**src/rtl/key_event_decoder.sv**
```systemverilog
// Classifies a debounced key level into one-cycle short_press / long_press / double_click pulses.
// Optional macro KEY_EVENT_REPEAT_EN: long_press re-pulses every REPEAT_CNT cycles while held.
module key_event_decoder #(
  parameter int         LONG_CNT   = 50_000_000,
  parameter int         DCLK_CNT   = 15_000_000,
  parameter logic       ACTIVE_LVL = 1'b1,
  parameter int         REPEAT_CNT = 10_000_000
) (
  input  logic clk,
  input  logic rst_n,
  input  logic key_i,
  output logic short_press,
  output logic long_press,
  output logic double_click,
  output logic busy
);

  localparam int CNT_MAX_LD = (LONG_CNT > DCLK_CNT) ? LONG_CNT : DCLK_CNT;
  localparam int CNT_MAX    = (CNT_MAX_LD > REPEAT_CNT) ? CNT_MAX_LD : REPEAT_CNT;
  localparam int CNT_W      = $clog2(CNT_MAX + 1);

  localparam logic [CNT_W-1:0] LONG_TERM = CNT_W'(LONG_CNT - 1);
  localparam logic [CNT_W-1:0] DCLK_TERM = CNT_W'(DCLK_CNT - 1);
  localparam logic [CNT_W-1:0] CNT_SAT   = CNT_W'(CNT_MAX);
`ifdef KEY_EVENT_REPEAT_EN
  localparam logic [CNT_W-1:0] REP_TERM  = CNT_W'(REPEAT_CNT - 1);
`endif

  typedef enum logic [2:0] {
    S_IDLE,
    S_PRESS1,
    S_HOLD,
    S_WAIT,
    S_PRESS2
  } state_t;

  state_t           state, state_nxt;
  logic [CNT_W-1:0] cnt, cnt_nxt, cnt_inc;
  logic             key_d;
  logic             pressed, press_edge, release_edge;
  logic             short_nxt, long_nxt, dclk_nxt;

  assign pressed      = (key_i == ACTIVE_LVL);
  assign press_edge   = pressed & ~key_d;
  assign release_edge = ~pressed & key_d;
  assign cnt_inc      = (cnt == CNT_SAT) ? cnt : cnt + CNT_W'(1);

  // NOTE: every variable gets a default before the case so no path leaves one unassigned (no latch).
  always_comb begin
    state_nxt = state;
    cnt_nxt   = cnt_inc;
    short_nxt = 1'b0;
    long_nxt  = 1'b0;
    dclk_nxt  = 1'b0;
    case (state)
      S_IDLE: begin
        cnt_nxt = '0;
        if (press_edge) state_nxt = S_PRESS1;
      end
      S_PRESS1: begin
        if (release_edge) begin
          state_nxt = S_WAIT;
          cnt_nxt   = '0;
        end else if (pressed && cnt == LONG_TERM) begin
          long_nxt  = 1'b1;
          state_nxt = S_HOLD;
          cnt_nxt   = '0;
        end
      end
      S_HOLD: begin
        if (release_edge) begin
          state_nxt = S_IDLE;
          cnt_nxt   = '0;
        end else begin
`ifdef KEY_EVENT_REPEAT_EN
          if (cnt == REP_TERM) begin
            long_nxt = 1'b1;
            cnt_nxt  = '0;
          end
`else
          cnt_nxt = '0;
`endif
        end
      end
      S_WAIT: begin
        // A press landing on the terminal-count cycle still counts as the second click.
        if (press_edge) begin
          state_nxt = S_PRESS2;
          cnt_nxt   = '0;
        end else if (cnt == DCLK_TERM) begin
          short_nxt = 1'b1;
          state_nxt = S_IDLE;
          cnt_nxt   = '0;
        end
      end
      S_PRESS2: begin
        cnt_nxt = '0;
        if (release_edge) begin
          dclk_nxt  = 1'b1;
          state_nxt = S_IDLE;
        end
      end
      default: begin
        state_nxt = S_IDLE;
        cnt_nxt   = '0;
      end
    endcase
  end

  // NOTE: reset is sampled on the clock edge only, and all state uses non-blocking assignments.
  always_ff @(posedge clk) begin
    if (!rst_n) begin
      state        <= S_IDLE;
      cnt          <= '0;
      key_d        <= 1'b0;
      short_press  <= 1'b0;
      long_press   <= 1'b0;
      double_click <= 1'b0;
      busy         <= 1'b0;
    end else begin
      state        <= state_nxt;
      cnt          <= cnt_nxt;
      key_d        <= pressed;
      short_press  <= short_nxt;
      long_press   <= long_nxt;
      double_click <= dclk_nxt;
      busy         <= (state_nxt != S_IDLE);
    end
  end

endmodule

```
**config.mk**
```make
export PLATFORM = sky130hd
export DESIGN_NAME = key_event_decoder
export DESIGN_NICKNAME = d
export VERILOG_FILES = /design/src/rtl/key_event_decoder.sv
export SDC_FILE = /design/constraint.sdc
export NUM_CORES = 1
export LEC_CHECK = 0
export CAP_MARGIN = 20
export CORE_MARGIN = 2
export CORE_UTILIZATION = 50
export CTS_BUF_LIST = sky130_fd_sc_hd__clkbuf_2 sky130_fd_sc_hd__clkbuf_4 sky130_fd_sc_hd__clkbuf_8
export CTS_CLUSTER_DIAMETER = 120
export DETAILED_ROUTE_END_ITERATION = 16
export MAX_ROUTING_LAYER = met4
export PLACE_DENSITY = 0.75
export SLEW_MARGIN = 20
export SYNTH_ARGS = -nofsm -noshare
export SYNTH_HDL_FRONTEND = slang
export SYNTH_SLANG_ARGS = --single-unit
```
**constraint.sdc**
```tcl
create_clock -name clk -period 2.58 [get_ports clk]
set_clock_uncertainty 0.05 [all_clocks]
set_input_delay 0.387 -clock clk [delete_from_list [all_inputs] [get_ports clk]]
set_output_delay 0.387 -clock clk [all_outputs]
set_load 0.02 [all_outputs]
```
* Yosys cells after proc, flatten, opt, wreduce, memory -nomap -nowiden
Cells that the tools add are included. Widths: inputs -> output; s select.
Storage, ports and cells: register bits 34, input bits 3
Operators by class: add/sub/neg operators 1, equality and inequality tests 7, multiplexer cells 16, bitwise logic cells 7, reductions and logical operators 7
Operator list (number):
- $mux 26 | 5
- $eq 26x26->1 const B | 2
- $pmux 26 s2 | 1
- $add 26x1->26 const B | 1
- $eq 26x24->1 const B | 1
- $mux 3 | 6
- $pmux 3 s4 | 1
- $eq 3x2->1 const B | 2
- $reduce_or 3->1 | 2
- $not 1->1 | 5
- $eq 3x1->1 const B | 1
- $eq 3x3->1 const B | 1
- $logic_not 3->1 | 1
- $mux 1 | 3
- $reduce_bool 3->1 | 1
- $and 1x1->1 | 2
- $reduce_and 2->1 | 1
- $reduce_or 2->1 | 1
- $logic_and 1x1->1 | 1

* Depth between registers and ports, before layout
Gate-level depths: netlist of the first run.
depth in word-level cells 6, mapped depth 7, mapped depth without buffers 6

* Worst setup path after synthesis of the first run
OpenSTA, ideal clock, no wires.
kind reg2reg, start point reg cnt[9], end point reg cnt[16], arrival time 2.058 ns, data required time 2.391 ns, slack 0.333 ns, cell stages (with the launch flop) 7, path through dfxtp_1 or3_4 or4_4 o31a_1 a22oi_4 buf_8 nor3_1
Between the ends: cells in the longest elaborated chain, start to end 5
Ends and longest elaborated chain:
- from (decl) | RTL line 38 | logic [CNT_W-1:0] cnt, cnt_nxt, cnt_inc;
- from (signal assigned) | RTL line 122 | cnt <= cnt_nxt;
- $add 26x1->26 (tied with other cells) | RTL line 46 | assign cnt_inc = (cnt == CNT_SAT) ? cnt : cnt + CNT_W'(1);
- $mux 26 / $logic_and 1x1->1 (equally long branches) | RTL line 46, 64
- $mux 26 (on tied branches) | RTL line 90, 64
- $mux 26 (on tied branches) | RTL line 87, 61
- $pmux 26 s2 (*) | RTL line 55 | case (state)
Every way passes the cells marked *; elsewhere a longest branch is shown, timed or not. A chain may end at the register's enable or synchronous reset.

* Final worst setup path of the first run
start point reg cnt[9], end point reg cnt[13]
Same word-level chain as after synthesis.

==> impl_metrics.tcl, run 1 <==
set metrics [dict create \
    status "finished clean" \
    hpwl_um 2410 \
    post-route-period-util 0.887 \
    post_cts_resized 0 \
    crit_required_ns 2.75 \
    io_buffers 6 \
    path_cells "or3_4 -> or4_4 -> o31a_1 -> a22oi_4 -> buf_12 -> nor3_1" \
    diodes 0 \
    clkPwrFrac 0.337 \
    cap_viol_max_count 0 \
    clkTransAtPathRegs_ns 0.09 \
    p_switching_mw 0.220 \
    clockBufferDepth 2 \
    worstSkewPairLatency_ns 0.34 \
    cts_setup_buffers 0 \
    slowest_delay_ns 0.55 \
    fill_cells 344 \
    cts_sinks 34 \
    synth.distinct_cells 41 \
    synthTopCellsByArea "dfxtp_1, xnor2_1, nor3_1" \
    viasPerCell 5.48 \
    synth_common_cells "dfxtp_1, nor3_1, nand2_1, xnor2_1" \
    internal_power_mw 0.705 \
    die_y_um 63.3 \
    yosys_most_used_dff "dfxtp_1" \
    register_area_um2 681 \
    maxSlewViolCount 0 \
    syn-mean-instance-area_um2 8.78 \
    design.portCount 7 \
    ys_ff_latch 34 \
    hp-class "reg -> reg" \
    p_sw_frac 0.238 \
    drt_iter0_drc 73 \
    synth.most_common_cell "dfxtp_1" \
    first_pass_iters 4 \
    grt_remaining_overflow 0 \
    setup_viol 0 \
    routedWlPerCell_um 12.8 \
    holdBufCountCts 0 \
    path_max_fanout 12 \
    combPwrFrac 0.085 \
    coreArea_mm2 0.00336 \
    antenna_found_initial 0 \
    min_period_ns 2.29 \
    grt_pass1_wl_um 6010 \
    drive_above_1_share 0.127 \
    cts-buffers-inserted 5 \
    drc 0 \
    tightest_slew_ns 0.378 \
    cp-end-kind "flip-flop" \
    seq_area_frac_synth 0.387 \
    syn_inst 200 \
    powerDensity_mw_per_mm2 473 \
    finalHoldViolCount 0 \
    cts_tree "yes" \
    grt_max_degree 20 \
    start_kind "flip-flop" \
    rsz0062_at_grt "false" \
    multiInputGateArea_mm2 0.00100 \
    final_util 0.581 \
    die_x_um 63.3 \
    grt_pass1_vias 1282 \
    setup_tns_ns 0 \
    die_area_mm2 0.00400 \
    worstSetupPathType "reg -> reg" \
    final_nets 216 \
    yosysTopAreaCellShare 0.387 \
    syn_nets 205 \
    relSlewSlack 0.746 \
    synth_top_area_cell "dfxtp_1" \
    timing.fmax_ghz 0.437 \
    grt_util_all_layers 0.196 \
    wl_um 3300 \
    p_leak_nw 0.583 \
    critical-path-slowest-cell "or4_4" \
    seqPwrFrac 0.578 \
    htreeDepth 2 \
    start_util 0.522 \
    async_reset_ff_frac 0 \
    synth-edff-count 0 \
    peakVddDrop_mv 0.284 \
    crit_arrival_ns 2.46 \
    ant_nets 0 \
    vias 1413 \
    gp_congestion 0.827 \
    yosysWarnings 0 \
    cts-root-buf "clkbuf_4" \
    netlist_area_mm2 0.00176 \
    rows 21 \
    area_growth_pct 11.3 \
]
-- cells in the final DEF, fill, tap and decap left out, types with 3 or more instances in the layout --
cell type | synthesis | routed
nand2b_1 | 3 | 3
buf_4 | 0 | 3
nor4_1 | 11 | 11
nor3_1 | 22 | 22
nand4_1 | 8 | 8
o21ai_0 | 3 | 3
inv_1 | 7 | 7
xor2_1 | 6 | 6
xnor2_1 | 18 | 18
clkdlybuf4s50_1 | 0 | 6
nand2_1 | 18 | 18
and3_1 | 4 | 4
nor3_2 | 8 | 8
dfxtp_1 | 34 | 34
nand3_1 | 7 | 7
clkbuf_4 | 0 | 6
nor2_1 | 11 | 11
and2_1 | 3 | 3
-- stage by stage --
step / instance area [µm²] / power, mW / hold WS [ns] / instances / setup slack (ns)
3_5_place_dp: 1890 / 0.625 / 0.499 / 250 / 0.0600
6_report: 1960 / 0.925 / 0.508 / 258 / 0.291
5_1_grt: 1960 / 0.972 / 0.546 / 258 / 0.188
3_3_place_gp: 1890 / 0.625 / 0.483 / 250 / 0.0847
4_1_cts: 1960 / 0.939 / 0.514 / 258 / 0.287
2_1_floorplan: 1760 / 0.599 / 0.458 / 200 / 0.333
-- cell families after synthesis --
group,synth area share
adder cells (fa/ha/maj),0.0142
AO/OA/AOI/OAI,0.0570
flip-flops,0.387
buffers and inverters,0.0406
AND/OR/NAND/NOR,0.375
multiplexers,0.00570
XOR/XNOR,0.120
-- layout make-up --
class | count | area share
clock buffers | 7 | 0.0301
clock inverters | 1 | 0.00256
inverters | 7 | 0.0134
multi-input cells | 152 | 0.514
flip-flops and latches | 34 | 0.348
well taps | 46 | 0.0294
repair buffers | 11 | 0.0627
-- flip-flops by register name, indices dropped and copies added (netlist names) --
signal / count
short_press: 1
key_d: 1
state: 3
long_press: 1
busy: 1
cnt: 26
double_click: 1
-- power by group through the flow --
stage / combinational (mW) / sequential, mW / clock (mW)
2_1_floorplan: 0.0509 / 0.548 / 0
3_3_place_gp: 0.0781 / 0.546 / 0
3_5_place_dp: 0.0790 / 0.546 / 0
4_1_cts: 0.0791 / 0.534 / 0.326
5_1_grt: 0.0865 / 0.535 / 0.350
6_report: 0.0786 / 0.534 / 0.312
-- final timing paths --
kind,from,endpoint,slack (ns),cells past startpoint
hold / removal,cnt[2],cnt[2],0.51,2
setup reg to reg,cnt[9],cnt[13],0.29,6
setup / recovery,cnt[9],cnt[13],0.29,6
hold reg to reg,cnt[2],cnt[2],0.51,2
-- critical path, delay by kind of cell (launching register included) --
family / cells / cell delay (ns)
flip-flops: 1 / 0.35
buffers and inverters: 1 / 0.18
AO/OA/AOI/OAI: 2 / 0.58
AND/OR/NAND/NOR: 3 / 1.02
-- metal layers --
layer  track usage  wire (µm)  up-vias
li1              -          -      740
met1         0.268       1660      652
met2         0.278       1470       15
met3        0.0571        108        6
met4        0.0652         52        0
met5             -          0        -
(Power assumes the default switching activity.)
==> inputs of run 2 (changes only) <==
==> constraint.sdc (replaced) <==
create_clock -name clk -period 2.58 [get_ports clk]
set_clock_uncertainty 0.05 [all_clocks]
set_input_delay 0.774 -clock clk [delete_from_list [all_inputs] [get_ports clk]]
set_output_delay 0.774 -clock clk [all_outputs]
set_load 0.02 [all_outputs]
==> run 2 against run 1 <==
  * Critical path depth up 1
  * Cell area up 2.2%
  * Clock power about the same
  * Hold slack worse by 0.0035 ns
  * Count of clock-buffer cells in the layout unchanged
  * Combinational power up 13%
  * Via count up 4.2%
  * Flip-flop and latch count unchanged
  * Final cell count up 1.2%
==> impl_metrics.tcl, run 2 (same netlist as run 1, synthesis figures left out) <==
set metrics [dict create \
    p_total_mw 0.938 \
    die_y_um 63.3 \
    clkTransAtPathRegs_ns 0.10 \
    wl_um 3360 \
    antenna_found_initial 0 \
    clockBufferDepth 2 \
    vias 1472 \
    grt_max_degree 20 \
    layout_setup_ws_ns 0.0719 \
    hpwl_um 2400 \
    grt_pass1_vias 1361 \
    status "finished clean" \
    gp_congestion 0.835 \
    timing.fmax_ghz 0.399 \
    cts_sinks 34 \
    die_area_mm2 0.00400 \
    cts-root-buf "clkbuf_4" \
    critical-path-slowest-cell "or4b_4" \
    cap_viol_max_count 0 \
    rows 21 \
    hp-class "reg -> reg" \
    slowest_delay_ns 0.51 \
    coreArea_mm2 0.00336 \
    reg_top3 "cnt: 26 flops, state: 3 flops" \
    crit_arrival_ns 2.69 \
    final_util 0.594 \
    worstSetupPathType "in -> reg" \
    fill_cells 321 \
    grt_pass1_wl_um 6040 \
    holdBufCountCts 0 \
    layout_common_cells "dfxtp_1, nor3_1, nand2_1, xnor2_1" \
    cts_tree "yes" \
    p_leak_nw 0.609 \
    drive_above_1_share 0.140 \
    area_growth_pct 13.8 \
    routedWlPerCell_um 12.9 \
    io_buffers 6 \
    crit_required_ns 2.76 \
    drc 0 \
    largest_register_ffs 26 \
    peakVddDrop_mv 0.372 \
    worstSkewPairLatency_ns 0.34 \
    grt_remaining_overflow 0 \
    drt_iter0_drc 102 \
    die_x_um 63.3 \
    setup_viol 0 \
    viasPerCell 5.64 \
    first_pass_iters 4 \
    finalHoldViolCount 0 \
    grt_util_all_layers 0.195 \
    relSlewSlack 0.702 \
    cts_setup_buffers 0 \
    post-route-period-util 0.972 \
    ant_nets 0 \
    tightest_slew_ns 0.442 \
    top_register "cnt" \
    htreeDepth 2 \
    placed_area_mm2 0.00191 \
    design.portCount 7 \
    min_period_ns 2.51 \
    maxSlewViolCount 0 \
    cts-buffers-inserted 5 \
    start_util 0.522 \
    diodes 0 \
    cp-end-kind "flip-flop" \
    path_cells "clkdlybuf4s50_1 -> inv_1 -> or4b_4 -> o31a_1 -> a22oi_4 -> clkbuf_16 -> nor3_2" \
    final_nets 219 \
    path_max_fanout 7 \
    fin_area_mm2 0.00200 \
    powerDensity_mw_per_mm2 469 \
    layout_commonest_cell "dfxtp_1" \
    start_kind "primary input" \
    dp_worst_setup_slack_ns -0.340 \
]
run 2: cell count changes in the layout (fill, tap and decap cells not counted), sizes merged:
cell,delta
buf,+2
clkbuf,+1
run 2: stage by stage:
| step | instances | hold WS (ns) | setup TNS (ns) |
|---|---|---|---|
| 6_report | 261 | 0.505 | 0 |
| 3_3_place_gp | 252 | 0.483 | -7.97 |
| 5_1_grt | 261 | 0.537 | -0.000102 |
| 4_1_cts | 260 | 0.506 | 0 |
| 2_1_floorplan | 200 | 0.458 | 0 |
| 3_5_place_dp | 252 | 0.490 | -9.06 |
run 2: path summary, 6_finish.rpt:
kind	startpoint	endpoint	slack [ns]	cells past startpoint
max	key_i	cnt[17]	0.07	7
min	cnt[2]	cnt[2]	0.50	2
min reg2reg	cnt[2]	cnt[2]	0.50	2
max reg2reg	cnt[9]	cnt[17]	0.29	6
run 2: cell type report:
class,count,area [µm²],share of cell area
Sequential cell,34,681,0.340
Clock buffer,7,58.8,0.0294
Multi-Input combinational cell,152,1010,0.504
Timing Repair Buffer,14,163,0.0814
Clock inverter,1,5.00,0.00250
Inverter,7,26.3,0.0131
Tap cell,46,57.6,0.0288
run 2: repair_timing:
item,CTS,global route
gates resized for setup,0,1
hold endpoints to repair,0,0
setup endpoints to repair,0,27
run 2: critical path, delay by kind of cell:
family / cells / cell delay, ns
AO/OA/AOI/OAI: 2 / 0.62
AND/OR/NAND/NOR: 2 / 0.55
buffers and inverters: 3 / 0.75
run 2: report_power, final:
group,total (mW),leakage [nW],switching (mW),internal (mW)
registers,0.534,0.275,0.00468,0.530
logic,0.0888,0.296,0.0479,0.0409
clock network,0.315,0.0387,0.173,0.142
run 2: routing by layer:
metal  up-vias  global-route usage  share of wire
met5         -                   -              0
met4         0              0.0734          0.018
met3         7              0.0589          0.043
met2        32               0.302           0.45
met1       687               0.239           0.49
li1        746                   -              -
==> inputs of run 3 (changes only) <==
Settings changed: CORE_MARGIN 2 to unset, CORE_UTILIZATION 50 to 55, PLACE_DENSITY 0.75 to 0.8.
==> run 3 against run 2 <==
  * Hold slack improved by 0.0098 ns
  * Final cell count fell by 1.9%
  * Combinational power is 12% lower
  * Wire length rose by 11%
  * Critical endpoint is now cnt[15]
  * Largest cell class unchanged
==> impl_metrics.tcl, run 3 (same netlist as run 1, synthesis figures left out) <==
set metrics [dict create \
    r2r_cells 6 \
    startpoint "key_i" \
    wl_um 3720 \
    hpwl_um 2590 \
    die_x_um 58.5 \
    cp-end-kind "flip-flop" \
    first_pass_iters 4 \
    routedWlPerCell_um 14.5 \
    regToRegSetupSlack_ns 0.32 \
    clockBufferDepth 2 \
    rsz0062_at_grt "false" \
    p_leak_nw 0.582 \
    die_y_um 58.5 \
    path_max_fanout 18 \
    die_area_mm2 0.00342 \
    ant_nets 0 \
    holdBufCountCts 0 \
    grt_util_all_layers 0.249 \
    worstSetupPathType "in -> reg" \
    vias 1502 \
    min_period_ns 2.48 \
    io_buffers 6 \
    grt_max_degree 27 \
    setup_tns_ns 0 \
    worstSkewPairLatency_ns 0.33 \
    grt_pass1_vias 1499 \
    start_kind "primary input" \
    top_register "cnt" \
    drt_iter0_drc 92 \
    cts_sinks 34 \
    coreArea_mm2 0.00305 \
    gp_congestion 0.871 \
    grt_pass1_wl_um 6270 \
    design.portCount 7 \
    crit_arrival_ns 2.64 \
    placed_area_mm2 0.00188 \
    r2r_end "cnt[15]" \
    relSlewSlack 0.727 \
    start_util 0.575 \
    crit_required_ns 2.74 \
    endpoint "cnt[15]" \
    layout_commonest_cell "dfxtp_1" \
    cts-root-buf "clkbuf_4" \
    timing.fmax_ghz 0.403 \
    maxSlewViolCount 0 \
    htreeDepth 2 \
    drive_above_1_share 0.132 \
    reg_top3 "cnt: 26 flops, state: 3 flops" \
    rows 20 \
    cts_tree "yes" \
    layout_common_cells "dfxtp_1, nor3_1, nand2_1, xnor2_1" \
    fin_area_mm2 0.00195 \
    drc 0 \
    rr_startpoint "cnt[9]" \
    area_growth_pct 11.0 \
    largest_register_ffs 26 \
    viasPerCell 5.87 \
    clkTransAtPathRegs_ns 0.10 \
    dp.cells 249 \
    post-route-period-util 0.963 \
    grt_remaining_overflow 0 \
    tightest_slew_ns 0.406 \
    antenna_found_initial 0 \
    cts-buffers-inserted 5 \
    diodes 0 \
    cap_viol_max_count 0 \
    status "finished clean" \
    setup_viol 0 \
    fin_cells 256 \
    final_nets 217 \
    peakVddDrop_mv 0.320 \
    finalHoldViolCount 0 \
    hp-class "reg -> reg" \
    powerDensity_mw_per_mm2 462 \
]
run 3: layout make-up:
cell class / instances / area (µm²)
multi-input combinational: 152 / 1010
inverter: 7 / 26.3
timing repair buffer: 12 / 121
fill: 283 / 1100
sequential: 34 / 681
clock buffer: 7 / 52.6
tap: 44 / 55.1
run 3: power by group:
part	switching [mW]	internal, mW	total [mW]
Combinational	0.0473	0.0310	0.0783
Clock	0.164	0.124	0.288
Sequential	0.00507	0.529	0.535
Total	0.217	0.684	0.901
run 3: worst min path at each step:
| stage | to | slack (ns) | cells after the start | start |
|---|---|---|---|---|
| detailed placement | cnt[2] | 0.50 | 2 | cnt[2] |
| floorplan | cnt[2] | 0.46 | 2 | cnt[2] |
| global placement | cnt[2] | 0.48 | 2 | cnt[2] |
| global route | cnt[2] | 0.57 | 2 | cnt[2] |
| finish | cnt[2] | 0.51 | 2 | cnt[2] |
| CTS | cnt[2] | 0.52 | 2 | cnt[2] |
run 3: stage by stage:
stage                     setup slack, ns  hold slack [ns]   util  total power [mW]
final                              0.0957            0.514  0.639             0.901
after global routing               0.0590            0.572  0.639             0.931
after CTS                          0.0194            0.522  0.634             0.902
after detailed placement           -0.318            0.501  0.617             0.621
after global placement             -0.290            0.479  0.617             0.618
after floorplan                     0.183            0.458      -             0.599
run 3: per-layer routing:
layer | up-vias | global-route usage | wire (µm)
li1 | 744 | - | -
met1 | 701 | 0.283 | 1630
met2 | 48 | 0.412 | 1850
met3 | 9 | 0.0440 | 178
met4 | 0 | 0.146 | 68
met5 | - | - | 0
run 3: timing repair:
item / 4_1_cts / 5_1_grt
resized for setup: 0 / 3
setup endpoints to repair: 0 / 27
setup buffers: 0 / 0
run 3: worst max-delay path, stage by stage:
cell and delay (ns):
clkdlybuf4s50_1 0.48, inv_1 0.06, or4b_4 0.52, o31a_1 0.36, a22oi_4 0.18, buf_12 0.19
nor3_1 0.07
